<file path="src/rtl/neuron_layer_sequencer_if.sv">
// Bus bundle between a neuron-layer sequencer and its surroundings:
// config loader, input stream, neuron bank and output stream.
interface neuron_layer_sequencer_if #(
    parameter int unsigned DATA_WIDTH  = 16,
    parameter int unsigned NUM_NEURONS = 4
);
    logic                              cfg_valid_i;
    logic                              cfg_ready_o;
    logic [31:0]                       cfg_data_i;
    logic                              cfg_start_i;
    logic                              in_valid_i;
    logic                              in_ready_o;
    logic [DATA_WIDTH-1:0]             in_data_i;
    logic                              weight_valid_o;
    logic                              bias_valid_o;
    logic [31:0]                       weight_value_o;
    logic [31:0]                       bias_value_o;
    logic [31:0]                       cfg_layer_num_o;
    logic [31:0]                       cfg_neuron_num_o;
    logic                              neuron_in_valid_o;
    logic [DATA_WIDTH-1:0]             neuron_in_o;
    logic [NUM_NEURONS-1:0]            neuron_out_valid_i;
    logic [NUM_NEURONS*DATA_WIDTH-1:0] neuron_out_i;
    logic                              out_valid_o;
    logic                              out_ready_i;
    logic [DATA_WIDTH-1:0]             out_data_o;
    logic                              out_last_o;
    logic                              busy_o;
    logic                              timeout_err_o;

    modport slave (
        input  cfg_valid_i, cfg_data_i, cfg_start_i, in_valid_i, in_data_i,
               neuron_out_valid_i, neuron_out_i, out_ready_i,
        output cfg_ready_o, in_ready_o, weight_valid_o, bias_valid_o,
               weight_value_o, bias_value_o, cfg_layer_num_o, cfg_neuron_num_o,
               neuron_in_valid_o, neuron_in_o, out_valid_o, out_data_o,
               out_last_o, busy_o, timeout_err_o
    );

    modport master (
        output cfg_valid_i, cfg_data_i, cfg_start_i, in_valid_i, in_data_i,
               neuron_out_valid_i, neuron_out_i, out_ready_i,
        input  cfg_ready_o, in_ready_o, weight_valid_o, bias_valid_o,
               weight_value_o, bias_value_o, cfg_layer_num_o, cfg_neuron_num_o,
               neuron_in_valid_o, neuron_in_o, out_valid_o, out_data_o,
               out_last_o, busy_o, timeout_err_o
    );
endinterface

</file>
<file path="src/rtl/neuron_layer_sequencer.sv">
// Layer controller: loads neuron weights/biases, broadcasts input vectors,
// gathers per-neuron results and serialises them onto the output stream.
module neuron_layer_sequencer #(
    parameter int unsigned LAYER_NUM   = 0,
    parameter int unsigned NUM_NEURONS = 4,
    parameter int unsigned NUM_INPUTS  = 8,
    parameter int unsigned DATA_WIDTH  = 16,
    parameter int unsigned TIMEOUT     = 64
) (
    input logic                     clk_i,
    input logic                     rst_ni,
    neuron_layer_sequencer_if.slave bus
);
    localparam int unsigned NW = (NUM_NEURONS > 1) ? $clog2(NUM_NEURONS) : 1;
    localparam int unsigned IW = (NUM_INPUTS > 1) ? $clog2(NUM_INPUTS) : 1;
    localparam int unsigned WW = $clog2(NUM_INPUTS + 1);
    localparam int unsigned TW = (TIMEOUT > 1) ? $clog2(TIMEOUT) : 1;

    localparam logic [NW-1:0] LAST_NEURON = NW'(NUM_NEURONS - 1);
    localparam logic [IW-1:0] LAST_INPUT  = IW'(NUM_INPUTS - 1);
    localparam logic [WW-1:0] BIAS_SLOT   = WW'(NUM_INPUTS);
    localparam logic [TW-1:0] LAST_TICK   = TW'(TIMEOUT - 1);

    typedef enum logic [1:0] {S_CONFIG, S_FEED, S_WAIT, S_DRAIN} state_e;

    state_e                 state_q, state_d;
    logic [NW-1:0]          nc_q, nc_d;
    logic [WW-1:0]          wc_q, wc_d;
    logic [IW-1:0]          in_cnt_q, in_cnt_d;
    logic [TW-1:0]          timer_q, timer_d;
    logic [NW-1:0]          idx_q, idx_d;
    logic [NUM_NEURONS-1:0] done_q, done_d;
    logic [DATA_WIDTH-1:0]  res_q [NUM_NEURONS];
    logic [DATA_WIDTH-1:0]  res_d [NUM_NEURONS];

    logic                   cfg_ready_q, cfg_ready_d;
    logic                   in_ready_q, in_ready_d;
    logic                   weight_valid_q, weight_valid_d;
    logic                   bias_valid_q, bias_valid_d;
    logic [31:0]            weight_value_q, weight_value_d;
    logic [31:0]            bias_value_q, bias_value_d;
    logic [31:0]            cfg_neuron_num_q, cfg_neuron_num_d;
    logic                   neuron_in_valid_q, neuron_in_valid_d;
    logic [DATA_WIDTH-1:0]  neuron_in_q, neuron_in_d;
    logic                   out_valid_q, out_valid_d;
    logic [DATA_WIDTH-1:0]  out_data_q, out_data_d;
    logic                   out_last_q, out_last_d;
    logic                   busy_q, busy_d;
    logic                   timeout_err_q, timeout_err_d;

    logic                   start_block_c;
    logic                   in_ready_c;
    logic                   cfg_acc_c;
    logic                   in_acc_c;
    logic                   out_acc_c;

    // A reload request at a vector boundary must win over a coincident sample.
    assign start_block_c = bus.cfg_start_i && (in_cnt_q == '0);
    assign in_ready_c    = in_ready_q && !start_block_c;
    assign cfg_acc_c     = bus.cfg_valid_i && cfg_ready_q;
    assign in_acc_c      = bus.in_valid_i && in_ready_c;
    assign out_acc_c     = out_valid_q && bus.out_ready_i;

    always_comb begin
        state_d           = state_q;
        nc_d              = nc_q;
        wc_d              = wc_q;
        in_cnt_d          = in_cnt_q;
        timer_d           = timer_q;
        idx_d             = idx_q;
        done_d            = done_q;
        res_d             = res_q;
        weight_valid_d    = 1'b0;
        bias_valid_d      = 1'b0;
        weight_value_d    = weight_value_q;
        bias_value_d      = bias_value_q;
        cfg_neuron_num_d  = cfg_neuron_num_q;
        neuron_in_valid_d = 1'b0;
        neuron_in_d       = neuron_in_q;
        timeout_err_d     = timeout_err_q;

        // Early results arriving while inputs are still streaming are kept too.
        if ((state_q == S_FEED) || (state_q == S_WAIT)) begin
            for (int k = 0; k < NUM_NEURONS; k++) begin
                if (bus.neuron_out_valid_i[k]) begin
                    done_d[k] = 1'b1;
                    res_d[k]  = bus.neuron_out_i[k*DATA_WIDTH +: DATA_WIDTH];
                end
            end
        end

        case (state_q)
            S_CONFIG: begin
                if (cfg_acc_c) begin
                    cfg_neuron_num_d = 32'(nc_q);
                    if (wc_q == BIAS_SLOT) begin
                        bias_valid_d = 1'b1;
                        bias_value_d = bus.cfg_data_i;
                        wc_d         = '0;
                        if (nc_q == LAST_NEURON) begin
                            nc_d    = '0;
                            state_d = S_FEED;
                        end else begin
                            nc_d = nc_q + NW'(1);
                        end
                    end else begin
                        weight_valid_d = 1'b1;
                        weight_value_d = bus.cfg_data_i;
                        wc_d           = wc_q + WW'(1);
                    end
                end
            end
            S_FEED: begin
                if (start_block_c) begin
                    state_d = S_CONFIG;
                    nc_d    = '0;
                    wc_d    = '0;
                    timer_d = '0;
                end else if (in_acc_c) begin
                    neuron_in_valid_d = 1'b1;
                    neuron_in_d       = bus.in_data_i;
                    if (in_cnt_q == LAST_INPUT) begin
                        in_cnt_d = '0;
                        timer_d  = '0;
                        state_d  = S_WAIT;
                    end else begin
                        in_cnt_d = in_cnt_q + IW'(1);
                    end
                end
            end
            S_WAIT: begin
                timer_d = timer_q + TW'(1);
                if (&done_d) begin
                    state_d = S_DRAIN;
                    idx_d   = '0;
                end else if (timer_q == LAST_TICK) begin
                    state_d       = S_DRAIN;
                    idx_d         = '0;
                    timeout_err_d = 1'b1;
                end
            end
            S_DRAIN: begin
                if (out_acc_c) begin
                    if (idx_q == LAST_NEURON) begin
                        state_d = S_FEED;
                        idx_d   = '0;
                        done_d  = '0;
                        for (int k = 0; k < NUM_NEURONS; k++) begin
                            res_d[k] = '0;
                        end
                    end else begin
                        idx_d = idx_q + NW'(1);
                    end
                end
            end
            default: state_d = S_CONFIG;
        endcase

        // Status outputs are registered from the next-state view.
        cfg_ready_d = (state_d == S_CONFIG);
        in_ready_d  = (state_d == S_FEED);
        out_valid_d = (state_d == S_DRAIN);
        out_data_d  = (state_d == S_DRAIN) ? res_d[idx_d] : '0;
        out_last_d  = (state_d == S_DRAIN) && (idx_d == LAST_NEURON);
        busy_d      = (state_d != S_FEED) || (in_cnt_d != '0);
    end

    always_ff @(posedge clk_i) begin
        if (!rst_ni) begin
            state_q           <= S_CONFIG;
            nc_q              <= '0;
            wc_q              <= '0;
            in_cnt_q          <= '0;
            timer_q           <= '0;
            idx_q             <= '0;
            done_q            <= '0;
            for (int k = 0; k < NUM_NEURONS; k++) begin
                res_q[k] <= '0;
            end
            cfg_ready_q       <= 1'b0;
            in_ready_q        <= 1'b0;
            weight_valid_q    <= 1'b0;
            bias_valid_q      <= 1'b0;
            weight_value_q    <= '0;
            bias_value_q      <= '0;
            cfg_neuron_num_q  <= '0;
            neuron_in_valid_q <= 1'b0;
            neuron_in_q       <= '0;
            out_valid_q       <= 1'b0;
            out_data_q        <= '0;
            out_last_q        <= 1'b0;
            busy_q            <= 1'b0;
            timeout_err_q     <= 1'b0;
        end else begin
            state_q           <= state_d;
            nc_q              <= nc_d;
            wc_q              <= wc_d;
            in_cnt_q          <= in_cnt_d;
            timer_q           <= timer_d;
            idx_q             <= idx_d;
            done_q            <= done_d;
            res_q             <= res_d;
            cfg_ready_q       <= cfg_ready_d;
            in_ready_q        <= in_ready_d;
            weight_valid_q    <= weight_valid_d;
            bias_valid_q      <= bias_valid_d;
            weight_value_q    <= weight_value_d;
            bias_value_q      <= bias_value_d;
            cfg_neuron_num_q  <= cfg_neuron_num_d;
            neuron_in_valid_q <= neuron_in_valid_d;
            neuron_in_q       <= neuron_in_d;
            out_valid_q       <= out_valid_d;
            out_data_q        <= out_data_d;
            out_last_q        <= out_last_d;
            busy_q            <= busy_d;
            timeout_err_q     <= timeout_err_d;
        end
    end

    assign bus.cfg_ready_o       = cfg_ready_q;
    assign bus.in_ready_o        = in_ready_c;
    assign bus.weight_valid_o    = weight_valid_q;
    assign bus.bias_valid_o      = bias_valid_q;
    assign bus.weight_value_o    = weight_value_q;
    assign bus.bias_value_o      = bias_value_q;
    assign bus.cfg_layer_num_o   = 32'(LAYER_NUM);
    assign bus.cfg_neuron_num_o  = cfg_neuron_num_q;
    assign bus.neuron_in_valid_o = neuron_in_valid_q;
    assign bus.neuron_in_o       = neuron_in_q;
    assign bus.out_valid_o       = out_valid_q;
    assign bus.out_data_o        = out_data_q;
    assign bus.out_last_o        = out_last_q;
    assign bus.busy_o            = busy_q;
    assign bus.timeout_err_o     = timeout_err_q;
endmodule

</file>
<file path="src/flat_wrapper.sv">
// flat-port wrapper written by rule: the top's interface ports become plain ports
module neuron_layer_sequencer_flat 
#(
    parameter int unsigned LAYER_NUM   = 0,
    parameter int unsigned NUM_NEURONS = 4,
    parameter int unsigned NUM_INPUTS  = 8,
    parameter int unsigned DATA_WIDTH  = 16,
    parameter int unsigned TIMEOUT     = 64
)
  (clk_i, rst_ni, bus_cfg_valid_i, bus_cfg_data_i, bus_cfg_start_i, bus_in_valid_i, bus_in_data_i, bus_neuron_out_valid_i, bus_neuron_out_i, bus_out_ready_i, bus_cfg_ready_o, bus_in_ready_o, bus_weight_valid_o, bus_bias_valid_o, bus_weight_value_o, bus_bias_value_o, bus_cfg_layer_num_o, bus_cfg_neuron_num_o, bus_neuron_in_valid_o, bus_neuron_in_o, bus_out_valid_o, bus_out_data_o, bus_out_last_o, bus_busy_o, bus_timeout_err_o);
  neuron_layer_sequencer_if #(.DATA_WIDTH(DATA_WIDTH), .NUM_NEURONS(NUM_NEURONS)) bus_i ();
  input logic clk_i;
  input logic rst_ni;
  input wire logic [$bits(bus_i.cfg_valid_i)-1:0] bus_cfg_valid_i;
  input wire logic [$bits(bus_i.cfg_data_i)-1:0] bus_cfg_data_i;
  input wire logic [$bits(bus_i.cfg_start_i)-1:0] bus_cfg_start_i;
  input wire logic [$bits(bus_i.in_valid_i)-1:0] bus_in_valid_i;
  input wire logic [$bits(bus_i.in_data_i)-1:0] bus_in_data_i;
  input wire logic [$bits(bus_i.neuron_out_valid_i)-1:0] bus_neuron_out_valid_i;
  input wire logic [$bits(bus_i.neuron_out_i)-1:0] bus_neuron_out_i;
  input wire logic [$bits(bus_i.out_ready_i)-1:0] bus_out_ready_i;
  output wire logic [$bits(bus_i.cfg_ready_o)-1:0] bus_cfg_ready_o;
  output wire logic [$bits(bus_i.in_ready_o)-1:0] bus_in_ready_o;
  output wire logic [$bits(bus_i.weight_valid_o)-1:0] bus_weight_valid_o;
  output wire logic [$bits(bus_i.bias_valid_o)-1:0] bus_bias_valid_o;
  output wire logic [$bits(bus_i.weight_value_o)-1:0] bus_weight_value_o;
  output wire logic [$bits(bus_i.bias_value_o)-1:0] bus_bias_value_o;
  output wire logic [$bits(bus_i.cfg_layer_num_o)-1:0] bus_cfg_layer_num_o;
  output wire logic [$bits(bus_i.cfg_neuron_num_o)-1:0] bus_cfg_neuron_num_o;
  output wire logic [$bits(bus_i.neuron_in_valid_o)-1:0] bus_neuron_in_valid_o;
  output wire logic [$bits(bus_i.neuron_in_o)-1:0] bus_neuron_in_o;
  output wire logic [$bits(bus_i.out_valid_o)-1:0] bus_out_valid_o;
  output wire logic [$bits(bus_i.out_data_o)-1:0] bus_out_data_o;
  output wire logic [$bits(bus_i.out_last_o)-1:0] bus_out_last_o;
  output wire logic [$bits(bus_i.busy_o)-1:0] bus_busy_o;
  output wire logic [$bits(bus_i.timeout_err_o)-1:0] bus_timeout_err_o;
  assign bus_i.cfg_valid_i = bus_cfg_valid_i;
  assign bus_i.cfg_data_i = bus_cfg_data_i;
  assign bus_i.cfg_start_i = bus_cfg_start_i;
  assign bus_i.in_valid_i = bus_in_valid_i;
  assign bus_i.in_data_i = bus_in_data_i;
  assign bus_i.neuron_out_valid_i = bus_neuron_out_valid_i;
  assign bus_i.neuron_out_i = bus_neuron_out_i;
  assign bus_i.out_ready_i = bus_out_ready_i;
  assign bus_cfg_ready_o = bus_i.cfg_ready_o;
  assign bus_in_ready_o = bus_i.in_ready_o;
  assign bus_weight_valid_o = bus_i.weight_valid_o;
  assign bus_bias_valid_o = bus_i.bias_valid_o;
  assign bus_weight_value_o = bus_i.weight_value_o;
  assign bus_bias_value_o = bus_i.bias_value_o;
  assign bus_cfg_layer_num_o = bus_i.cfg_layer_num_o;
  assign bus_cfg_neuron_num_o = bus_i.cfg_neuron_num_o;
  assign bus_neuron_in_valid_o = bus_i.neuron_in_valid_o;
  assign bus_neuron_in_o = bus_i.neuron_in_o;
  assign bus_out_valid_o = bus_i.out_valid_o;
  assign bus_out_data_o = bus_i.out_data_o;
  assign bus_out_last_o = bus_i.out_last_o;
  assign bus_busy_o = bus_i.busy_o;
  assign bus_timeout_err_o = bus_i.timeout_err_o;
  neuron_layer_sequencer #(.LAYER_NUM(LAYER_NUM), .NUM_NEURONS(NUM_NEURONS), .NUM_INPUTS(NUM_INPUTS), .DATA_WIDTH(DATA_WIDTH), .TIMEOUT(TIMEOUT)) u_core (.clk_i(clk_i), .rst_ni(rst_ni), .bus(bus_i));
endmodule
</file>
<file path="config.mk">
export PLATFORM = sky130hd
export DESIGN_NAME = neuron_layer_sequencer_flat
export DESIGN_NICKNAME = d
export VERILOG_FILES = /design/src/rtl/neuron_layer_sequencer_if.sv /design/src/rtl/neuron_layer_sequencer.sv /design/src/flat_wrapper.sv
export SDC_FILE = /design/constraint.sdc
export NUM_CORES = 1
export LEC_CHECK = 0
export BUFFER_PORTS_ARGS = -buffer_cell sky130_fd_sc_hd__buf_2
export CAP_MARGIN = 10
export CORE_MARGIN = 8
export CORE_UTILIZATION = 40
export CTS_BUF_LIST = sky130_fd_sc_hd__clkbuf_16
export DETAILED_ROUTE_END_ITERATION = 10
export MAX_ROUTING_LAYER = met4
export PLACE_DENSITY_LB_ADDON = 0.3
export SLEW_MARGIN = 20
export SYNTH_ARGS = -nofsm -noshare
export SYNTH_HDL_FRONTEND = slang
export SYNTH_SLANG_ARGS = --single-unit
</file>
<file path="constraint.sdc">
create_clock -name clk_i -period 6.3 [get_ports clk_i]
set_clock_uncertainty 0.05 [all_clocks]
set_input_delay 0.63 -clock clk_i [delete_from_list [all_inputs] [get_ports clk_i]]
set_output_delay 0.63 -clock clk_i [all_outputs]
set_load 0.02 [all_outputs]
</file>
---- Word-level counts from Yosys, hierarchy flattened ----
Index checks and enable logic that the tools add are counted.
operators by class
  shifts and indexed selects .............. 0
  $lt $le $gt $ge ......................... 1
  multiplexer cells ....................... 55
  bitwise logic cells ..................... 6
  add/subtract/negate cells ............... 5
  reduce and logical (&&, ||, !) cells .... 27
  divide/modulo/power cells ............... 0
  eq/ne operators ......................... 17
  multiply operators ...................... 0
operators with widths
  cell                                                                     count
  64-bit two-way mux                                                       4
  16-bit two-way mux                                                       6
  2-bit two-way mux                                                        18
  16-bit binary-select mux with 2-bit select                               1
  4-bit two-way mux                                                        7
  3-bit AND reduction                                                      7
  6-bit two-way mux                                                        3
  2-bit == test, second input constant                                     6
  3-bit two-way mux                                                        4
  6-bit case mux with 2 select lines                                       1
  2-bit by 1-bit inequality test with 1-bit output, second input constant  4
  2-bit case mux with 2 select lines                                       2
  2-bit case mux with 4 select lines                                       1
  4-bit case mux with 2 select lines                                       1
  4-bit AND reduction                                                      2
  1-bit two-way mux                                                        7
  6-bit by 1-bit adder with 6-bit output, second input constant            1
  6-bit == test, second input constant                                     1
  1-bit logical AND                                                        6
  1-bit NOT                                                                5
  2-bit by 1-bit adder with 2-bit output, second input constant            2
  4-bit by 1-bit adder with 4-bit output, second input constant            1
  2-bit by 1-bit == test with 1-bit output, second input constant          2
  4-bit == test, second input constant                                     1
  other kinds (14)                                                         18
storage, ports and cells
  word-level logic and storage cells ...... 136
  memories kept ........................... 0
  input port bits ......................... 122
  output and inout bits ................... 169
  ROM bits ................................ 0
  RAM bits ................................ 0
  bits in registers ....................... 194
  latch bits .............................. 0

---- Logic depth before layout (Yosys ltp) ----
Gate-level depths: netlist (run 1).
  depth after elaboration ................. 10
  mapped depth ............................ 11
  mapped depth without buffers ............ 8

---- Worst setup path before layout (run 1) ----
No wires, ideal clock.
  path kind ............................... register to register
  from .................................... reg u_core.state_q[0]
  to ...................................... reg u_core.out_data_q[3] (netlist: u_core.bus.out_data_o[3])
  library setup time ...................... 0.058 ns
  cell stages (with the launch flop) ...... 12
  clock period less this slack ............ 2.214 ns
  path buffers ............................ 3
  setup slack ............................. 4.086 ns
  data required time ...................... 6.192 ns
  data arrival time ....................... 2.106 ns
  cells stage by stage .................... dfxtp_1 inv_1 ha_1 buf_6 a41oi_1 or3_4 nand4_2 and2_1 buf_6 buf_6 a211oi_2 o21a_1
on the way
  word-level cells in the longest chain between the ends .. 10
  elaborated cells between the ends (all ways) .. 30
  those cells by class .................... eq/ne (4); mux (21); bitwise (1); reduce/logical (4)
RTL lines
  item                                                                              line                                                        RTL
  from (decl)                                                                       neuron_layer_sequencer.sv:26                                state_e state_q, state_d;
  from (signal assigned)                                                            neuron_layer_sequencer.sv:195                               state_q <= state_d;
  2-bit by 1-bit == test with 1-bit output / 2-bit == test (equally long branches)  neuron_layer_sequencer.sv:83, neuron_layer_sequencer.sv:92
  1-bit logical OR                                                                  neuron_layer_sequencer.sv:83                                if ((state_q == S_FEED) || (state_q == S_WAIT)) begin
  4-bit two-way mux                                                                 neuron_layer_sequencer.sv:83
  4-bit AND reduction                                                               neuron_layer_sequencer.sv:133                               if (&done_d) begin
  2-bit two-way mux                                                                 neuron_layer_sequencer.sv:133
  2-bit case mux with 2 select lines                                                neuron_layer_sequencer.sv:92                                case (state_q)
  2-bit NOT with 3-bit output (not written as such)                                 neuron_layer_sequencer.sv:163                               out_data_d = (state_d == S_DRAIN) ? res_d[idx_d] : '0;
  16-bit binary-select mux with 2-bit select                                        neuron_layer_sequencer.sv:163
  16-bit two-way mux (not written as such) (2 in series)                            neuron_layer_sequencer.sv:163
  to (signal assigned)                                                              neuron_layer_sequencer.sv:213                               out_data_q <= out_data_d;
  to (decl)                                                                         neuron_layer_sequencer.sv:46                                logic [DATA_WIDTH-1:0] out_data_q, out_data_d;
Parallel ways exist; a longest one is shown, timed or not. The select of a mux whose other input is x is not followed.
A chain may end at the register's enable or synchronous reset.

---- Worst setup path in the final report (run 1) ----
  from .................................... reg u_core.state_q[0]
  to ...................................... reg u_core.out_data_q[14] (netlist: u_core.bus.out_data_o[14])
Same word-level chain as after synthesis.

==> metrics.log, run 1 <==
[metrics] vias after detailed routing: 6624
[metrics] number of placement rows: 52
[metrics] asr flop ratio synth: 0%
[metrics] Detail Route Antenna Nets: 0
[metrics] mux cell area share after synthesis: 8.81%
[metrics] net count reported at finish: 1256
[metrics] Data required, critical path: 6590 ps
[metrics] worst slack on hold paths: 381 ps
[metrics] main combinational cell family by area after synthesis: simple AND/OR/NAND/NOR gates
[metrics] DRC violation count after routing: 0
[metrics] sequential share of the synthesized area: 47.6%
[metrics] Std-Cell Core Area: 20100 sq um
[metrics] type of the worst min-delay path: in2reg
[metrics] Final GP Congestion: 0.792
[metrics] Initial Utilization: 40.6%
[metrics] unrepaired setup endpoints after global routing: false
[metrics] fill cell count: 2008
[metrics] clock insertion delay at the later pin of the skew report: 430 ps
[metrics] layout-stage area growth over the synthesis result: 20.3%
[metrics] residual overflow from global routing: 0
[metrics] number of cells upsized or downsized after cts: 0
[metrics] clock edge transition at the registers on the reported setup and hold paths: 70 ps
[metrics] maximum vdd drop: 0.197 mV
[metrics] count of final hold-check violations: 0
[metrics] detailed-router iteration count before antenna repair: 5
[metrics] share of synthesized cell area in and, or, nand and nor gates: 18.6%
[metrics] worst-path maximum fanout: 23
[metrics] global-route wire length before repair: 35100 microns
[metrics] Ports: 291
[metrics] number of global-route vias before repair: 6592
[metrics] hold path startpoint: bus_in_data_i[14]
[metrics] critical path startpoint: u_core.state_q[0]
[metrics] result of the run: finished clean
[metrics] Finish-stage setup viols: 0
[metrics] static leakage: 4.53 nW
[metrics] Cells after Synth: 920
[metrics] destination of the worst register-to-register timing path: u_core.bus.out_data_o[14]
[metrics] Pwr per Cell Area: 268 nW/um^2
[metrics] die area: 25200 sq um
[metrics] Post CTS Setup Buffer Count: 0
[metrics] transition time of the tightest slew-check pin: 1030 ps
[metrics] antenna violations before repair: 0
[metrics] x dimension of the die: 159 microns
[metrics] sum of negative setup slack: 0 ps
[metrics] start of the worst register-to-register path: u_core.state_q[0]
[metrics] MaxCap Viol Count: 0
[metrics] Clock Root Buffer: sky130_fd_sc_hd__clkbuf_16
[metrics] vias per std cell: 4.72
[metrics] number of library cell types mapped by synthesis: 55
[metrics] dominant register cell in the synthesized netlist: sky130_fd_sc_hd__dfxtp_1
[metrics] count of buffers inserted at the top-level ports: 228
[metrics] adder-cell share of the synthesized area: 1.99%
[metrics] worst setup path class: reg2reg
[metrics] placed cell count: 1372
[metrics] Yosys warning total: 0
[metrics] total length of routed wires: 21600 microns
[metrics] hold-fix buffer count after cts: 0
[metrics] critical path launch point type: flip-flop
[metrics] FF-to-FF path depth: 7
[metrics] Hold Path Sink: u_core.bus.neuron_in_o[14]
[metrics] Die Height: 159 microns
[metrics] fraction of final layout cells with drive strength greater than 1: 27.7%
[metrics] post-synthesis register bit count: 194
[metrics] crit path time final: 3190 ps
[metrics] reg-to-reg setup timing slack: 3110 ps
[metrics] final clock period utilization by the worst path: 50.6%
[metrics] Final Non-Filler Cells: 1404
[metrics] number of enable flip-flop cells after synthesis: 0
[metrics] post-synthesis share of cell area spent on xor and xnor gates: 0.537%
[metrics] number of buffers on the longest clock path: 2
[metrics] H-tree depth reported by CTS: 4
[metrics] Setup crit end kind: flip-flop
[metrics] ANT cells: 0
[metrics] cell area after technology mapping: 8150 sq um
[metrics] # clock sinks: 194
[metrics] TritonCTS clock tree: yes
[metrics] maximum number of pins on one net before global-route repair: 98
[metrics] Hold Path Stages: 3
[metrics] peak clock frequency supported by timing: 313 MHz
[metrics] global routing usage summed across all routing layers: 17.2%
[metrics] Avg Synthesized Cell Area: 8.86 sq um
[metrics] Arr. time, crit path: 3480 ps
[metrics] number of max-slew violations in the final report: 0
[metrics] Final HPWL DP: 15700 microns
[metrics] max_slew headroom: 31.5%
[metrics] Routed wire per std cell: 15.4 microns
[metrics] number of buffers inserted during clock tree synthesis: 17
[metrics] DRT iter0 DRCs: 337
[metrics] complex-gate fraction of the synthesized area: 13.2%
-- cell type report --
| type | count | area, sq um | share of cell area [%] |
|---|---|---|---|
| sequential | 194 | 3880 | 39.6 |
| multi-input combinational | 662 | 3750 | 38.3 |
| timing repair buffer | 236 | 1200 | 12.2 |
| clock buffer | 17 | 425 | 4.34 |
| tap | 270 | 338 | 3.44 |
| clock inverter | 15 | 171 | 1.75 |
| inverter | 10 | 37.5 | 0.383 |
-- layer usage --
metal  wire [microns]  global-route usage (%)  vias to the layer above
li1                 -                       -                     3364
met1             9980                    21.4                     3038
met2            10100                    27.5                      206
met3             1340                    4.65                       16
met4              182                    4.16                        0
met5                0                       -                        -
-- logic make-up after synthesis --
kind of cell	count (synthesis)
AO/OA/AOI/OAI	176
AND/OR/NAND/NOR	338
other	1
flip-flops	194
XOR/XNOR	5
multiplexers	68
adder cells (fa/ha/maj)	13
buffers and inverters	125
-- stage by stage --
stage | cell area, sq um | power, mW | utilization, % | worst slack (ps)
2_1_floorplan | 8380 | 1.50 | - | 4090
3_3_place_gp | 9220 | 1.56 | 45.8 | 3220
3_5_place_dp | 9220 | 1.56 | 45.8 | 3170
4_1_cts | 9810 | 2.67 | 48.8 | 3150
5_1_grt | 9810 | 2.74 | 48.8 | 2750
6_report | 9810 | 2.63 | 48.8 | 3110
-- placed cells by master, fill, tap and decap left out, drive strengths merged, types with 13 or more instances in the layout --
master,Yosys,final
inv,10,15
mux2,30,30
clkbuf,31,17
a21oi,119,119
conb,1,62
o211ai,19,19
buf,84,236
mux2i,38,38
nor2,58,58
nand2,199,199
nor2b,32,32
ha,13,13
dfxtp,194,194
-- flip-flops by register name (all words and copies together), names as in the netlist --
signal                        flops
u_core.bus.cfg_ready_o            1
u_core.bus.out_last_o             1
u_core.done_q                     4
u_core.bus.weight_value_o        32
u_core.bus.busy_o                 1
u_core.bus.timeout_err_o          1
u_core.bus.out_data_o            16
u_core.bus.out_valid_o            1
u_core.bus.neuron_in_o           16
u_core.bus.cfg_neuron_num_o       2
u_core.res_q                     64
u_core.bus.weight_valid_o         1
u_core.in_cnt_q                   3
u_core.idx_q                      2
u_core.bus.bias_value_o          32
u_core.state_q                    2
u_core.wc_q                       4
u_core.bus.bias_valid_o           1
u_core.nc_q                       2
u_core.timer_q                    6
u_core.in_ready_q                 1
u_core.bus.neuron_in_valid_o      1
-- report_power, final --
part           total, mW  switching, mW  internal, mW
Combinational      0.259          0.168        0.0913
Clock               1.10          0.504         0.596
Sequential          1.27         0.0151          1.26
-- critical path, cell delays in order (launching register included) --
cell and delay (ps):
sky130_fd_sc_hd__dfxtp_1 370, sky130_fd_sc_hd__inv_1 100, sky130_fd_sc_hd__ha_1 360, sky130_fd_sc_hd__nor3b_1 110, sky130_fd_sc_hd__a311oi_2 790, sky130_fd_sc_hd__and2_1 910, sky130_fd_sc_hd__o211ai_1 210, sky130_fd_sc_hd__a21oi_1 200
-- worst max-delay path by stage --
stage | to | slack, ps
final | u_core.bus.out_data_o[14] | 3110
after global routing | u_core.bus.out_data_o[14] | 2750
after CTS | u_core.bus.out_data_o[14] | 3150
after detailed placement | u_core.bus.out_data_o[2] | 3170
after global placement | u_core.bus.out_data_o[0] | 3220
after floorplan | u_core.bus.out_data_o[3] | 4090
-- Yosys cell counts (all sizes together), types with 4 or more instances --
cell type / count / share of area, %
nand2: 199 / 9.2
dfxtp: 194 / 48
a21oi: 119 / 7.3
buf: 84 / 7.3
nor2: 58 / 2.7
mux2i: 38 / 4.7
nor2b: 32 / 2.5
clkbuf: 31 / 1.4
mux2: 30 / 4.1
o211ai: 19 / 1.7
ha: 13 / 2.0
a211oi: 12 / 1.5
inv: 10 / 0.46
and2: 7 / 0.54
nand4: 7 / 0.69
nor3: 7 / 0.43
o21a: 7 / 0.64
and3: 5 / 0.38
nand3: 5 / 0.31
nor3b: 4 / 0.37
o21ai: 4 / 0.25
xor2: 4 / 0.43
Power figures use the tool's default switching activity.
==> run 2: changes to the inputs <==
==> constraint.sdc (replaced) <==
create_clock -name clk_i -period 2.65 [get_ports clk_i]
set_clock_uncertainty 0.05 [all_clocks]
set_input_delay 0.265 -clock clk_i [delete_from_list [all_inputs] [get_ports clk_i]]
set_output_delay 0.265 -clock clk_i [all_outputs]
set_load 0.02 [all_outputs]
==> run 2 against run 1 <==
  * Sequential power up 140%
  * Core utilization up 0.53 points
  * Flip-flop and latch count did not move
  * Critical path depth rose by 2
  * Register-to-register slack got worse by 2900 ps
  * Global-route usage is 0.073 points lower
  * Cell area is 1.1% higher
  * Count of clock-buffer cells in the layout unchanged
  * Combinational power rose by 140%
  * Non-clock buffer count grew 14
  * Critical endpoint is now u_core.bus.out_data_o[1]
  * Largest cell class unchanged
==> metrics.log, run 2 (same netlist as run 1, synthesis figures left out) <==
[metrics] critical path launch point type: flip-flop
[metrics] cell with the largest stage delay on the worst path: sky130_fd_sc_hd__or3_4
[metrics] DRT iter0 DRCs: 414
[metrics] number of max-slew violations in the final report: 0
[metrics] global-route wire length before repair: 35000 microns
[metrics] sum of negative setup slack: 0 ps
[metrics] worst-path maximum fanout: 23
[metrics] Clock power frac: 41.0%
[metrics] clock insertion delay at the later pin of the skew report: 420 ps
[metrics] Ports: 291
[metrics] Initial Utilization: 40.6%
[metrics] number of buffers on the longest clock path: 2
[metrics] Detail Route Antenna Nets: 0
[metrics] MaxCap Viol Count: 0
[metrics] H-tree depth reported by CTS: 4
[metrics] DRC violation count after routing: 0
[metrics] TritonCTS clock tree: yes
[metrics] Std-Cell Core Area: 20100 sq um
[metrics] CP cell instances: inv_1 > ha_1 > a41oi_1 > or3_4 > nand4_2 > and2_1 > buf_4 > a211oi_1 > o21a_1
[metrics] number of global-route vias before repair: 6551
[metrics] count of final hold-check violations: 0
[metrics] Routed wire per std cell: 15.2 microns
[metrics] Finish-stage setup viols: 0
[metrics] final clock period utilization by the worst path: 90.2%
[metrics] slowest cell delay on critical path: 390 ps
[metrics] Final HPWL DP: 15900 microns
[metrics] antenna violations before repair: 1
[metrics] Final GP Congestion: 0.794
[metrics] clock edge transition at the registers on the reported setup and hold paths: 70 ps
[metrics] Top reg by flops: u_core.res_q
[metrics] fraction of final layout cells with drive strength greater than 1: 28.7%
[metrics] Post CTS Setup Buffer Count: 0
[metrics] Logic pwr share: 10.1%
[metrics] post-layout utilization of the core: 49.3%
[metrics] static leakage: 4.59 nW
[metrics] Pwr per Cell Area: 624 nW/um^2
[metrics] Die Height: 159 microns
[metrics] number of flip-flops under the largest register name: 64
[metrics] maximum number of pins on one net before global-route repair: 57
[metrics] Arr. time, crit path: 2660 ps
[metrics] Setup crit end kind: flip-flop
[metrics] x dimension of the die: 159 microns
[metrics] Seq pwr share: 48.9%
[metrics] total length of routed wires: 21500 microns
[metrics] commonest non-fill, non-tap cells in the layout: sky130_fd_sc_hd__buf_2 (228), sky130_fd_sc_hd__nand2_1 (198), sky130_fd_sc_hd__dfxtp_1 (192), sky130_fd_sc_hd__a21oi_1 (119), sky130_fd_sc_hd__conb_1 (62)
[metrics] peak clock frequency supported by timing: 418 MHz
[metrics] count of buffers inserted at the top-level ports: 228
[metrics] number of buffers inserted during clock tree synthesis: 17
[metrics] unrepaired setup endpoints after global routing: false
[metrics] hold-fix buffer count after cts: 0
[metrics] max_slew headroom: 55.9%
[metrics] number of cells upsized or downsized after cts: 0
[metrics] power spent charging and discharging nets: 1.65 mW
[metrics] Clock Root Buffer: sky130_fd_sc_hd__clkbuf_16
[metrics] Data required, critical path: 2920 ps
[metrics] worst setup path class: reg2reg
[metrics] Net Sw Frac: 26.6%
[metrics] commonest non-fill, non-tap cell in the layout: sky130_fd_sc_hd__buf_2
[metrics] number of placement rows: 52
[metrics] result of the run: finished clean
[metrics] maximum vdd drop: 0.417 mV
[metrics] vias after detailed routing: 6680
[metrics] vias per std cell: 4.70
[metrics] crit path time final: 2390 ps
[metrics] detailed-router iteration count before antenna repair: 4
[metrics] transition time of the tightest slew-check pin: 661 ps
[metrics] # clock sinks: 194
[metrics] layout-stage area growth over the synthesis result: 21.6%
[metrics] global routing usage summed across all routing layers: 17.2%
[metrics] type of the worst min-delay path: in2reg
[metrics] residual overflow from global routing: 0
[metrics] die area: 25200 sq um
[metrics] net count reported at finish: 1270
[metrics] cell internal power dissipation: 4.54 mW
[run 2: final cells by class]
| type | instances | area, sq um |
|---|---|---|
| inverters | 10 | 37.5 |
| flip-flops and latches | 194 | 3890 |
| diodes | 2 | 5.00 |
| repair buffers | 250 | 1320 |
| fillers | 2013 | 10200 |
| multi-input cells | 662 | 3750 |
| clock buffers | 17 | 425 |
| clock inverters | 15 | 153 |
| well taps | 270 | 338 |
[run 2: stage by stage]
step	setup WS [ps]	cell area, sq um	power [mW]	std cells	hold WS [ps]
4_1_cts	173	9910	6.26	1418	3.78
6_report	259	9920	6.19	1420	26.1
3_5_place_dp	201	9330	3.72	1386	394
3_3_place_gp	277	9330	3.72	1386	389
5_1_grt	84.9	9920	6.46	1419	4.56
2_1_floorplan	436	8380	3.56	981	351
[run 2: final timing paths]
check,end,depth (start not counted),startpoint,slack [ps]
worst max-delay path,u_core.bus.out_data_o[1],9,u_core.state_q[1],260
worst min-delay path,u_core.bus.neuron_in_o[10],3,bus_in_data_i[10],30
worst max register to register,u_core.bus.out_data_o[1],9,u_core.state_q[1],260
worst min register to register,u_core.bus.bias_value_o[24],2,u_core.bus.bias_value_o[24],400
[run 2: power by group through the flow]
stage	registers, mW	clock network, mW	logic, mW
floorplan	3.14	0	0.426
global placement	3.09	0	0.624
detailed placement	3.09	0	0.628
CTS	3.03	2.60	0.630
global route	3.03	2.73	0.688
finish	3.03	2.53	0.628
[run 2: layer usage]
metal  vias up  share of wire [%]  global-route usage, %
met3        14                6.1                   4.99
met1      3068                 47                   21.2
li1       3396                  -                      -
met2       202                 46                   26.8
met4         0               0.78                   4.81
met5         -                  0                      -
[run 2: critical path: cells and delay by family (launching register included)]
family | cells | cell delay, ps
buffers and inverters | 2 | 380
DFF | 1 | 370
AOI/OAI and AO/OA | 3 | 390
and+or+nand+nor | 3 | 760
adders and majority gates | 1 | 340
